### config.mk
export PLATFORM = sky130hd
export DESIGN_NAME = intersection_fsm_flat
export DESIGN_NICKNAME = d
export VERILOG_FILES = /design/src/rtl/intersection_fsm_if.sv /design/src/rtl/intersection_fsm.sv /design/src/flat_wrapper.sv
export SDC_FILE = /design/constraint.sdc
export NUM_CORES = 1
export LEC_CHECK = 0
export BUFFER_PORTS_ARGS = -buffer_cell sky130_fd_sc_hd__buf_2
export CAP_MARGIN = 10
export CORE_UTILIZATION = 58
export CTS_CLUSTER_DIAMETER = 200
export DETAILED_ROUTE_END_ITERATION = 8
export HOLD_SLACK_MARGIN = 0.03
export PLACE_DENSITY_LB_ADDON = 0.2
export SLEW_MARGIN = 20
export SYNTH_ARGS = -nofsm -noshare
export SYNTH_HDL_FRONTEND = slang
export SYNTH_SLANG_ARGS = --single-unit
### constraint.sdc
create_clock -name clk -period 5.05 [get_ports clk]
set_clock_uncertainty 0.1 [all_clocks]
set_input_delay 0.505 -clock clk [delete_from_list [all_inputs] [get_ports clk]]
set_output_delay 0.505 -clock clk [all_outputs]
set_load 0.02 [all_outputs]
### src/rtl/intersection_fsm_if.sv
// Signal bundle between the intersection controller and its wrapper:
// demand/emergency inputs in, light codes and status out.
interface intersection_fsm_if #(
  parameter int NUM_ROADS = 3,
  parameter int RW        = (NUM_ROADS > 1) ? $clog2(NUM_ROADS) : 1
);
  logic                   ena;
  logic [NUM_ROADS-1:0]   req;
  logic                   ped_req;
  logic                   emg_valid;
  logic [RW-1:0]          emg_road;
  logic [2*NUM_ROADS-1:0] light;
  logic                   walk;
  logic                   emg_active;
  logic [RW-1:0]          cur_road;
  logic                   ped_pending;

  modport master (
    output ena, req, ped_req, emg_valid, emg_road,
    input  light, walk, emg_active, cur_road, ped_pending
  );

  modport slave (
    input  ena, req, ped_req, emg_valid, emg_road,
    output light, walk, emg_active, cur_road, ped_pending
  );
endinterface

### src/rtl/intersection_fsm.sv
// N-road traffic light controller: round-robin green service, latched walk
// phase and level-sensitive emergency preemption, all outputs from flops.
module intersection_fsm #(
  parameter int NUM_ROADS  = 3,
  parameter int TW         = 8,
  parameter int GREEN_CYC  = 8,
  parameter int YELLOW_CYC = 3,
  parameter int ALLRED_CYC = 2,
  parameter int PED_CYC    = 5,
  localparam int RW        = (NUM_ROADS > 1) ? $clog2(NUM_ROADS) : 1
) (
  input  logic                  clk,
  input  logic                  rst_n,
  intersection_fsm_if.slave     bus
);

  typedef enum logic [1:0] {S_ALLRED, S_GREEN, S_YELLOW, S_WALK} state_t;

  localparam logic [TW-1:0] G_LOAD = TW'(GREEN_CYC - 1);
  localparam logic [TW-1:0] Y_LOAD = TW'(YELLOW_CYC - 1);
  localparam logic [TW-1:0] A_LOAD = TW'(ALLRED_CYC - 1);
  localparam logic [TW-1:0] P_LOAD = TW'(PED_CYC - 1);
  localparam logic [RW:0]   NR_EXT = (RW+1)'(NUM_ROADS);

  state_t         state_reg, state_next;
  logic [TW-1:0]  timer_reg, timer_next;
  logic [RW-1:0]  cur_road_reg, cur_road_next;
  logic           emg_active_reg, emg_active_next;
  logic           ped_pending_reg, ped_pending_next;

  logic                 emg_ok;
  logic                 emg_here;
  logic                 other_req;
  logic                 rr_found;
  logic [RW-1:0]        rr_road;
  logic [RW:0]          cand_sum  [NUM_ROADS];
  logic [RW-1:0]        cand_road [NUM_ROADS];
  logic [NUM_ROADS-1:0] cand_hit;

  // Out-of-range emergency road codes are treated as no emergency.
  assign emg_ok    = bus.emg_valid && ({1'b0, bus.emg_road} < NR_EXT);
  assign emg_here  = emg_ok && (bus.emg_road == cur_road_reg);
  assign other_req = |(bus.req & ~((NUM_ROADS)'(1) << cur_road_reg));

  // Candidate gi is road (cur_road + gi + 1) mod NUM_ROADS, so cur_road comes last.
  for (genvar gi = 0; gi < NUM_ROADS; gi++) begin : g_cand
    assign cand_sum[gi]  = {1'b0, cur_road_reg} + (RW+1)'(gi + 1);
    assign cand_road[gi] = (cand_sum[gi] >= NR_EXT) ? RW'(cand_sum[gi] - NR_EXT)
                                                    : RW'(cand_sum[gi]);
    assign cand_hit[gi]  = bus.req[cand_road[gi]];
  end

  always_comb begin
    rr_found = 1'b0;
    rr_road  = cur_road_reg;
    for (int k = NUM_ROADS - 1; k >= 0; k--) begin
      if (cand_hit[k]) begin
        rr_found = 1'b1;
        rr_road  = cand_road[k];
      end
    end
  end

  always_comb begin
    state_next       = state_reg;
    timer_next       = timer_reg;
    cur_road_next    = cur_road_reg;
    emg_active_next  = emg_active_reg;
    ped_pending_next = ped_pending_reg | bus.ped_req;

    case (state_reg)
      S_ALLRED: begin
        if (timer_reg != '0) begin
          timer_next = timer_reg - 1'b1;
        end else if (emg_ok) begin
          state_next      = S_GREEN;
          cur_road_next   = bus.emg_road;
          emg_active_next = 1'b1;
          timer_next      = G_LOAD;
        end else if (ped_pending_reg) begin
          state_next       = S_WALK;
          timer_next       = P_LOAD;
          ped_pending_next = 1'b0;
        end else if (rr_found) begin
          state_next      = S_GREEN;
          cur_road_next   = rr_road;
          emg_active_next = 1'b0;
          timer_next      = G_LOAD;
        end
      end

      S_GREEN: begin
        if (emg_active_reg) begin
          // Emergency green ignores the timer; it lasts exactly as long as the claim.
          if (!emg_here) begin
            state_next      = S_YELLOW;
            timer_next      = Y_LOAD;
            emg_active_next = 1'b0;
          end
        end else if (emg_ok && !emg_here) begin
          state_next = S_YELLOW;
          timer_next = Y_LOAD;
        end else if (emg_here) begin
          emg_active_next = 1'b1;
        end else if (timer_reg == '0) begin
          if (other_req || ped_pending_reg) begin
            state_next = S_YELLOW;
            timer_next = Y_LOAD;
          end else begin
            timer_next = G_LOAD;
          end
        end else begin
          timer_next = timer_reg - 1'b1;
        end
      end

      S_YELLOW, S_WALK: begin
        if (timer_reg == '0) begin
          state_next = S_ALLRED;
          timer_next = A_LOAD;
        end else begin
          timer_next = timer_reg - 1'b1;
        end
      end

      default: begin
        state_next = S_ALLRED;
        timer_next = A_LOAD;
      end
    endcase
  end

  always_ff @(posedge clk) begin
    if (!rst_n) begin
      state_reg       <= S_ALLRED;
      timer_reg       <= A_LOAD;
      cur_road_reg    <= '0;
      emg_active_reg  <= 1'b0;
      ped_pending_reg <= 1'b0;
    end else if (bus.ena) begin
      state_reg       <= state_next;
      timer_reg       <= timer_next;
      cur_road_reg    <= cur_road_next;
      emg_active_reg  <= emg_active_next;
      ped_pending_reg <= ped_pending_next;
    end
  end

  for (genvar gi = 0; gi < NUM_ROADS; gi++) begin : g_light
    assign bus.light[2*gi+1:2*gi] =
      (cur_road_reg != RW'(gi))  ? 2'b00 :
      (state_reg == S_GREEN)     ? 2'b10 :
      (state_reg == S_YELLOW)    ? 2'b01 : 2'b00;
  end

  assign bus.walk        = (state_reg == S_WALK);
  assign bus.emg_active  = emg_active_reg;
  assign bus.cur_road    = cur_road_reg;
  assign bus.ped_pending = ped_pending_reg;

endmodule

### src/flat_wrapper.sv
// flat-port wrapper written by rule: the top's interface ports become plain ports
module intersection_fsm_flat 
#(
  parameter int NUM_ROADS  = 3,
  parameter int TW         = 8,
  parameter int GREEN_CYC  = 8,
  parameter int YELLOW_CYC = 3,
  parameter int ALLRED_CYC = 2,
  parameter int PED_CYC    = 5,
  localparam int RW        = (NUM_ROADS > 1) ? $clog2(NUM_ROADS) : 1
)
  (clk, rst_n, bus_ena, bus_req, bus_ped_req, bus_emg_valid, bus_emg_road, bus_light, bus_walk, bus_emg_active, bus_cur_road, bus_ped_pending);
  intersection_fsm_if #(.NUM_ROADS(NUM_ROADS), .RW(2)) bus_i ();
  input  logic clk;
  input  logic rst_n;
  input wire logic [$bits(bus_i.ena)-1:0] bus_ena;
  input wire logic [$bits(bus_i.req)-1:0] bus_req;
  input wire logic [$bits(bus_i.ped_req)-1:0] bus_ped_req;
  input wire logic [$bits(bus_i.emg_valid)-1:0] bus_emg_valid;
  input wire logic [$bits(bus_i.emg_road)-1:0] bus_emg_road;
  output wire logic [$bits(bus_i.light)-1:0] bus_light;
  output wire logic [$bits(bus_i.walk)-1:0] bus_walk;
  output wire logic [$bits(bus_i.emg_active)-1:0] bus_emg_active;
  output wire logic [$bits(bus_i.cur_road)-1:0] bus_cur_road;
  output wire logic [$bits(bus_i.ped_pending)-1:0] bus_ped_pending;
  assign bus_i.ena = bus_ena;
  assign bus_i.req = bus_req;
  assign bus_i.ped_req = bus_ped_req;
  assign bus_i.emg_valid = bus_emg_valid;
  assign bus_i.emg_road = bus_emg_road;
  assign bus_light = bus_i.light;
  assign bus_walk = bus_i.walk;
  assign bus_emg_active = bus_i.emg_active;
  assign bus_cur_road = bus_i.cur_road;
  assign bus_ped_pending = bus_i.ped_pending;
  intersection_fsm #(.NUM_ROADS(NUM_ROADS), .TW(TW), .GREEN_CYC(GREEN_CYC), .YELLOW_CYC(YELLOW_CYC), .ALLRED_CYC(ALLRED_CYC), .PED_CYC(PED_CYC)) u_core (.clk(clk), .rst_n(rst_n), .bus(bus_i));
endmodule
==> impl_metrics.env, run 1 <==
export IMPL_yosysSeqAreaShare_pct=22.40
export IMPL_min_from="bus_ena"
export IMPL_drt_wirelength_per_cell_um=14.96
export IMPL_crit_type="flop to flop"
export IMPL_cts_hold_fix_buffers=0
export IMPL_netlist_area_mm2=0.001251
export IMPL_critPathSlowestCell="o41a_1"
export IMPL_hold_viol=0
export IMPL_ys_ff_latch=14
export IMPL_ys_flop_type="dfxtp_1"
export IMPL_cts_resized=0
export IMPL_worst_slew_pin_transition_ns=0.8058
export IMPL_period_needed_ns=2.948
export IMPL_largest_register_ffs=8
export IMPL_worstPathMaxFanout=10
export IMPL_ys_types=50
export IMPL_period_share_pct=58.37
export IMPL_drv_slew=0
export IMPL_die_w_um=48.45
export IMPL_nets=201
export IMPL_stdcell_area_mm2=0.001384
export IMPL_cp_cell_sequence="inv_1, ha_1, a22o_1, a211oi_1, o21ai_0, o41a_1, mux2i_1, a311oi_1"
export IMPL_hold_path_class="input pin to flop"
export IMPL_clkTransAtPathRegs_ns=0.10
export IMPL_rrSetupSlack_ns=2.10
export IMPL_max_vdd_ir_drop_v=0.0001750
export IMPL_cts_made_buffers=3
export IMPL_dieArea_mm2=0.002347
export IMPL_synthesis_instances=166
export IMPL_crit_path_end_kind="flop"
export IMPL_drt_iter0_markers=26
export IMPL_globalplace_congestion=0.8906
export IMPL_cp_arrival_ns=3.06
export IMPL_async_flop_share_pct=0
export IMPL_viasPerCell=6.227
export IMPL_drc_errors=0
export IMPL_vias=1314
export IMPL_dpl_instance_area_mm2=0.001348
export IMPL_rows=16
export IMPL_worstSetupStartpoint="u_core.bus.cur_road[0]"
export IMPL_setup_tns_ns=0
export IMPL_rsz0062_at_grt="no"
export IMPL_drv_cap=0
export IMPL_synth_nets=182
export IMPL_ioPinCount=21
export IMPL_grt_overflow=0
export IMPL_htree_levels=1
export IMPL_grt_max_degree=14
export IMPL_cts_sinks=14
export IMPL_wl_um=3156
export IMPL_clock_latency_ns=0.29
export IMPL_postCtsSetupBuffers=0
export IMPL_grt_antenna_before_repair=0
export IMPL_clock_path_buffers=2
export IMPL_die_y_um=48.45
export IMPL_antennaDiodeCount=0
export IMPL_tritoncts="yes"
export IMPL_avgSynthCellArea_um2=7.537
export IMPL_core_area_mm2=0.002002
export IMPL_powerDensity_mw_per_mm2=261.7
export IMPL_status="finished clean"
export IMPL_yosys_warnings=0
export IMPL_r2r_start="u_core.bus.cur_road[0]"
export IMPL_dr_pass1_iters=4
export IMPL_p_leak_nw=0.5829
export IMPL_synth_edf_count=0
export IMPL_relSlewSlack_pct=45.57
export IMPL_portBuffers=20
export IMPL_finalSetupViolCount=0
export IMPL_place_hpwl_um=2346
export IMPL_start_kind="flop"
export IMPL_start_util_pct=62.50
export IMPL_cts_root_buffer="clkbuf_4"
export IMPL_crit_required_ns=5.16
export IMPL_grt_first_pass_wirelength_um=5271
export IMPL_critPathMaxStageDelay_ns=0.57
export IMPL_max_freq_mhz=339.3
export IMPL_final_antenna_net_count=0
export IMPL_area_growth_pct=10.60
export IMPL_drive_above_1_share_pct=17.39
export IMPL_grt_pass1_vias=1276
export IMPL_grtUsageTotal_pct=28.44
## synth_stat cells, types with 2 or more instances
cell	instances	area share, %
a211oi_1	2	1.2
a21oi_1	16	6.4
a32o_1	2	1.6
and2_1	6	3.0
and3_1	3	1.5
buf_6	2	1.8
clkbuf_1	4	1.2
dfxtp_1	14	22
ha_1	6	6.0
inv_1	12	3.6
mux2i_1	2	1.6
nand2_1	9	2.7
nand2b_1	6	3.0
nand3_1	4	1.6
nor2_1	11	3.3
nor2b_1	7	3.5
nor3_1	4	1.6
nor4_1	5	2.5
o211a_1	2	1.6
o211ai_1	2	1.2
o21ai_0	16	6.4
or3_1	2	1.0
xnor2_1	2	1.4
## critical path, delay by kind of cell (launching register included)
family                     cells  cell delay [ns]
buffers and inverters          1             0.19
AOI/OAI and AO/OA              5             1.57
muxes                          1             0.17
adders and majority gates      1             0.32
DFF                            1             0.52
## area by class of cell
cell class / count / area [µm²]
multi-input cells: 133 / 884.6
fillers: 192 / 618.1
inverters: 13 / 48.80
clock buffers: 4 / 36.28
flip-flops and latches: 14 / 280.3
well taps: 27 / 33.78
repair buffers: 20 / 100.1
## worst paths after layout
kind / depth (start not counted) / to
worst max-delay path: 8 / u_core.timer_reg[2]
worst min-delay path: 2 / u_core.bus.ped_pending
worst max register to register: 8 / u_core.timer_reg[2]
worst min register to register: 2 / u_core.timer_reg[6]
## through the flow
step	instances	setup slack [ns]	util [%]	hold slack, ns	total power [mW]
after floorplan	166	2.249	-	0.3447	0.2464
after global placement	207	2.269	67.31	0.3706	0.2714
after detailed placement	207	2.145	67.31	0.3804	0.2766
after CTS	211	2.115	69.13	0.3290	0.3618
after global routing	211	1.852	69.13	0.3359	0.3875
final	211	2.102	69.13	0.3420	0.3622
## power breakdown
part	leakage, nW	internal [mW]	switching (mW)
combinational	0.448	0.0557	0.0829
clock	0.0210	0.0439	0.0403
sequential	0.114	0.122	0.0175
## kinds of logic (layout without fill, tap and decap cells)
group / count (synthesis) / after routing / share of synthesized area [%]
adders and majority gates: 6 / 6 / 6.000
muxes: 3 / 3 / 2.500
xor gates and xnor gates: 2 / 2 / 1.400
and+or+nand+nor: 62 / 62 / 28.20
DFF: 14 / 14 / 22.40
AOI/OAI and AO/OA: 60 / 60 / 32.60
buffers and inverters: 19 / 37 / 6.899
## routing by layer
layer	GRT usage, %	wire length, µm	share of wire [%]
met2	53.05	1624	51
met5	0	0	0
met3	4.717	139	4.4
met4	15.20	60	1.9
met1	30.29	1332	42
## layout by cell type (no fill, tap or decap), drive strengths merged, types with 6 or more instances in the layout
cell and instances:
buf 20, o21ai 18, a21oi 16, dfxtp 14, inv 12, nor2 11
nand2 9, nor2b 7, and2 6, nand2b 6, ha 6, nor3 6
Note: power is estimated with default switching activity, not from simulation.
==> run 2, diff against run 1 <==
--- a/config.mk
+++ b/config.mk
@@ -7,7 +7,7 @@
 export LEC_CHECK = 0
 export BUFFER_PORTS_ARGS = -buffer_cell sky130_fd_sc_hd__buf_2
 export CAP_MARGIN = 10
-export CORE_UTILIZATION = 58
+export CORE_UTILIZATION = 55
 export CTS_CLUSTER_DIAMETER = 200
 export DETAILED_ROUTE_END_ITERATION = 8
 export HOLD_SLACK_MARGIN = 0.03
==> constraint.sdc (replaced) <==
create_clock -name clk -period 2.9 [get_ports clk]
set_clock_uncertainty 0.1 [all_clocks]
set_input_delay 0.29 -clock clk [delete_from_list [all_inputs] [get_ports clk]]
set_output_delay 0.29 -clock clk [all_outputs]
set_load 0.02 [all_outputs]
==> impl_metrics.env, run 2 (same netlist as run 1, synthesis figures left out) <==
export IMPL_pre_cts_slack_ns=0.06056
export IMPL_crit_required_ns=3.00
export IMPL_htree_levels=1
export IMPL_final_common_cell="buf_2"
export IMPL_relSlewSlack_pct=56.04
export IMPL_period_needed_ns=2.712
export IMPL_cts_root_buffer="clkbuf_4"
export IMPL_grt_first_pass_wirelength_um=5361
export IMPL_clock_path_buffers=2
export IMPL_hold_path_class="input pin to flop"
export IMPL_drive_above_1_share_pct=20.42
export IMPL_fin_total_pwr_uw=641.2
export IMPL_worst_slew_pin_transition_ns=0.6428
export IMPL_final_cell_mix="buf_2 (20), o21ai_0 (16), a21oi_1 (16)"
export IMPL_period_share_pct=93.52
export IMPL_final_antenna_net_count=0
export IMPL_clock_latency_ns=0.29
export IMPL_core_area_mm2=0.002042
export IMPL_cts_made_buffers=3
export IMPL_wl_um=3133
export IMPL_grt_overflow=0
export IMPL_cts_sinks=14
export IMPL_tritoncts="yes"
export IMPL_grt_max_degree=14
export IMPL_die_y_um=49.70
export IMPL_largest_register_ffs=8
export IMPL_grt_pass1_vias=1335
export IMPL_start_util_pct=61.27
export IMPL_postLayoutSetupSlackWorst_ns=0.1880
export IMPL_place_hpwl_um=2383
export IMPL_clkTransAtPathRegs_ns=0.09
export IMPL_drc_errors=0
export IMPL_start_kind="flop"
export IMPL_powerDensity_mw_per_mm2=446.4
export IMPL_nets=208
export IMPL_grt_antenna_before_repair=0
export IMPL_ioPinCount=21
export IMPL_cts_resized=0
export IMPL_rows=16
export IMPL_p_leak_nw=0.6190
export IMPL_portBuffers=20
export IMPL_finalSetupViolCount=0
export IMPL_grtUsageTotal_pct=27.23
export IMPL_antennaDiodeCount=0
export IMPL_dr_pass1_iters=5
export IMPL_cp_arrival_ns=2.81
export IMPL_viasPerCell=6.179
export IMPL_max_vdd_ir_drop_v=0.0004193
export IMPL_setup_tns_ns=0
export IMPL_crit_type="flop to flop"
export IMPL_rsz0062_at_grt="no"
export IMPL_drt_wirelength_per_cell_um=14.37
export IMPL_drv_cap=0
export IMPL_hold_viol=0
export IMPL_die_w_um=49.70
export IMPL_vias=1347
export IMPL_max_freq_mhz=368.7
export IMPL_globalplace_congestion=0.8736
export IMPL_area_growth_pct=14.80
export IMPL_drt_iter0_markers=33
export IMPL_worstPathMaxFanout=7
export IMPL_status="finished clean"
export IMPL_drv_slew=0
export IMPL_dieArea_mm2=0.002470
export IMPL_crit_path_end_kind="flop"
==> run 2: cell types whose count changed in the layout (fill, tap and decap cells not counted), sizes merged <==
cell and change:
buf +7
==> run 2: through the flow <==
step,utilization [%],cells,instance area (µm²),hold WS [ns]
final,70.34,218,1436,0.1307
after global routing,70.34,218,1436,0.1412
after CTS,69.98,217,1429,0.1282
after detailed placement,68.20,213,1393,0.3800
after global placement,68.20,213,1393,0.3673
after floorplan,-,166,1251,0.2866
==> run 2: critical path: stages, from the launching register on <==
cell and delay [ns]:
dfxtp_1 0.45, inv_1 0.15, ha_1 0.39, mux2_2 0.36, a21oi_1 0.13, o21ai_0 0.17, o41a_1 0.42, buf_4 0.18
a311oi_1 0.27
==> run 2: report_power, final <==
| part | total [mW] | switching, mW | internal (mW) |
|---|---|---|---|
| clock network | 0.148 | 0.0710 | 0.0766 |
| registers | 0.240 | 0.0280 | 0.212 |
| logic | 0.253 | 0.146 | 0.108 |
==> run 2: worst paths after layout <==
check,startpoint,end,slack [ns],cells past startpoint
setup / recovery,u_core.bus.cur_road[1],u_core.timer_reg[2],0.19,8
hold / removal,bus_ena,u_core.bus.ped_pending,0.13,2
setup reg to reg,u_core.bus.cur_road[1],u_core.timer_reg[2],0.19,8
hold reg to reg,u_core.timer_reg[6],u_core.timer_reg[6],0.39,2
==> run 2: timing repair <==
action / in CTS / in global routing
endpoints found under the setup margin: 0 / 3
hold buffers: 0 / 0
setup buffers: 0 / 1
==> run 2: final cells by class <==
cell class / count / area [µm²]
multi-input combinational: 133 / 884.6
fill: 195 / 605.6
sequential: 14 / 280.3
timing repair buffer: 27 / 152.6
inverter: 13 / 48.80
clock buffer: 4 / 36.28
tap: 27 / 33.78
==> run 2: layer usage <==
layer  wire length, µm  track usage (%)  vias to the layer above  part of all wire [%]
met1              1361            30.38                      632                    43
met3               130            1.852                        5                   4.1
met2              1605            52.03                       39                    51
met5                 0                0                        -                     0
li1                  -                -                      671                     -
met4                36            11.43                        0                   1.1
==> run 3, diff against run 2 <==
--- a/config.mk
+++ b/config.mk
@@ -5,9 +5,10 @@
 export SDC_FILE = /design/constraint.sdc
 export NUM_CORES = 1
 export LEC_CHECK = 0
+export ABC_AREA = 1
 export BUFFER_PORTS_ARGS = -buffer_cell sky130_fd_sc_hd__buf_2
 export CAP_MARGIN = 10
-export CORE_UTILIZATION = 55
+export CORE_UTILIZATION = 57
 export CTS_CLUSTER_DIAMETER = 200
 export DETAILED_ROUTE_END_ITERATION = 8
 export HOLD_SLACK_MARGIN = 0.03
==> impl_metrics.env, run 3 <==
export IMPL_portBuffers=20
export IMPL_hold_viol=0
export IMPL_max_vdd_ir_drop_v=0.0004038
export IMPL_final_common_cell="nand2_1"
export IMPL_clkTransAtPathRegs_ns=0.11
export IMPL_pwr_share_clk_pct=14.1
export IMPL_grtUsageTotal_pct=28.25
export IMPL_drt_iter0_markers=66
export IMPL_yosys_warnings=0
export IMPL_cts_hold_fix_buffers=0
export IMPL_fin_total_pwr_mw=1.040
export IMPL_ys_types=31
export IMPL_clock_latency_ns=0.29
export IMPL_worstPathMaxFanout=10
export IMPL_grt_antenna_before_repair=0
export IMPL_start_kind="flop"
export IMPL_grt_max_degree=11
export IMPL_period_needed_ns=2.269
export IMPL_cp_top_family="simple AND/OR/NAND/NOR gates"
export IMPL_tritoncts="yes"
export IMPL_cts_made_buffers=3
export IMPL_worstSetupStartpoint="u_core.bus.cur_road[0]"
export IMPL_rows=17
export IMPL_swShare_pct=51.66
export IMPL_synth_top_cell_by_area="dfxtp_1"
export IMPL_crit_end="u_core.timer_reg[1]"
export IMPL_relSlewSlack_pct=69.84
export IMPL_ys_flop_type="dfxtp_1"
export IMPL_postLayoutSetupSlackWorst_ns=0.6314
export IMPL_yosysTopAreaCellShare_pct=19.96
export IMPL_wl_um=3271
export IMPL_dr_pass1_iters=4
export IMPL_globalplace_congestion=0.9235
export IMPL_path_buf_inv=3
export IMPL_rsz0062_at_grt="no"
export IMPL_drt_wirelength_per_cell_um=11.68
export IMPL_drv_cap=0
export IMPL_worst_slew_pin_transition_ns=0.4518
export IMPL_area_growth_pct=11.05
export IMPL_crit_top_cell="inv_2"
export IMPL_seqPwrFrac_pct=27.9
export IMPL_powerDensity_mw_per_mm2=667.2
export IMPL_power_internal_uw=502.8
export IMPL_status="finished clean"
export IMPL_min_from="rst_n"
export IMPL_synth_area_leaders="dfxtp_1 (20%), nand2_1 (16%), nor2_1 (8.6%)"
export IMPL_pre_cts_slack_ns=0.6776
export IMPL_place_hpwl_um=2709
export IMPL_max_freq_mhz=440.8
export IMPL_crit_type="flop to flop"
export IMPL_final_cell_mix="nand2_1 (60), nor2_1 (32), inv_1 (26)"
export IMPL_crit_required_ns=2.97
export IMPL_grt_first_pass_wirelength_um=5768
export IMPL_yosysMostFrequentCell="nand2_1"
export IMPL_cts_root_buffer="clkbuf_4"
export IMPL_postCtsSetupBuffers=0
export IMPL_r2r_start="u_core.bus.cur_road[0]"
export IMPL_reg2regPathDepth=11
export IMPL_final_antenna_net_count=0
export IMPL_placedCellCount=276
export IMPL_cp_cell_sequence="inv_2, ha_1, inv_2, nand3_1, nand2_1, nor2_2, nand4_2, nand3_4, inv_6, o21ai_1, nor2_1"
export IMPL_avgSynthCellArea_um2=6.104
export IMPL_fill_cells=226
export IMPL_die_w_um=51.63
export IMPL_largest_register_ffs=8
export IMPL_ioPinCount=21
export IMPL_core_area_mm2=0.002276
export IMPL_crit_path_end_kind="flop"
export IMPL_drc_errors=0
export IMPL_crit_cells=11
export IMPL_netlist_area_mm2=0.001404
export IMPL_drv_slew=0
export IMPL_layout_cells_non_filler=280
export IMPL_seq_area_um2=280.3
export IMPL_async_flop_share_pct=0
export IMPL_r2r_end="u_core.timer_reg[1]"
export IMPL_p_switching_uw=537.4
export IMPL_yosysSeqAreaShare_pct=19.96
export IMPL_rrSetupSlack_ns=0.63
export IMPL_cts_resized=0
export IMPL_period_share_pct=78.23
export IMPL_synth_nets=246
export IMPL_grt_pass1_vias=1257
export IMPL_clock_path_buffers=2
export IMPL_dieArea_mm2=0.002665
export IMPL_pwr_share_comb_pct=58.0
export IMPL_critPathSlowestCell="dfxtp_1"
export IMPL_critPathMaxStageDelay_ns=0.49
export IMPL_synthTopCellsByCount="nand2_1 (60), nor2_1 (32), inv_1 (26)"
export IMPL_drive_above_1_share_pct=21.03
export IMPL_htree_levels=1
export IMPL_ys_ff_latch=14
export IMPL_antennaDiodeCount=0
export IMPL_cts_sinks=14
export IMPL_grt_overflow=0
export IMPL_multiInputGateArea_um2=955.9
export IMPL_p_leak_nw=0.7475
export IMPL_start_util_pct=61.68
export IMPL_vias=1516
export IMPL_nets=269
export IMPL_finalSetupViolCount=0
export IMPL_synthesis_instances=230
export IMPL_setup_tns_ns=0
export IMPL_viasPerCell=5.414
export IMPL_hold_worst_slack_ns=0.1680
export IMPL_cp_arrival_ns=2.34
export IMPL_synth_edf_count=0
export IMPL_die_y_um=51.63
export IMPL_hold_path_class="input pin to flop"
[run 3: kinds of logic after synthesis]
| group | count (synthesis) | synth area share, % |
|---|---|---|
| simple gates | 138 | 49.29 |
| buf+inv | 40 | 11.94 |
| compound gates | 28 | 10.96 |
| flops | 14 | 19.96 |
| fa+ha+maj | 6 | 5.347 |
| xor+xnor | 4 | 2.496 |
[run 3: stage by stage]
step	util (%)	instance area [µm²]
floorplan	-	1404
global placement	66.90	1523
detailed placement	66.90	1523
CTS	68.50	1559
global route	68.50	1559
finish	68.50	1559
[run 3: power by group through the flow]
stage	combinational, mW	sequential (mW)	clock, mW
2_1_floorplan	0.488	0.278	0
3_3_place_gp	0.590	0.293	0
3_5_place_dp	0.596	0.293	0
4_1_cts	0.598	0.289	0.150
5_1_grt	0.682	0.296	0.158
6_report	0.604	0.290	0.147
[run 3: worst min path at each step]
| stage | endpoint | slack [ns] | cells after the start |
|---|---|---|---|
| after global placement | u_core.timer_reg[0] | 0.39 | 2 |
| after detailed placement | u_core.timer_reg[5] | 0.40 | 2 |
| after floorplan | u_core.state_reg[1] | 0.31 | 2 |
| after global routing | u_core.state_reg[1] | 0.19 | 3 |
| final | u_core.state_reg[1] | 0.17 | 3 |
| after CTS | u_core.state_reg[1] | 0.16 | 3 |
[run 3: final cells by class]
class / count / area share, %
repair buffers: 20 / 6.421
flip-flops and latches: 14 / 17.98
inverters: 38 / 9.711
multi-input cells: 176 / 61.32
well taps: 28 / 2.247
clock buffers: 4 / 2.327
[run 3: metal layers]
| layer | wire (µm) | GRT usage, % | vias up |
|---|---|---|---|
| met5 | 0 | 0 | - |
| met4 | 12 | 5.405 | 0 |
| met3 | 239 | 5.263 | 2 |
| met2 | 1416 | 41.34 | 54 |
| met1 | 1603 | 42.55 | 679 |
| li1 | - | - | 781 |
[run 3: worst min-delay path, delay by kind of cell]
kind	cells	cell delay [ns]
AND/OR/NAND/NOR	2	0.10
buffers and inverters	1	0.14
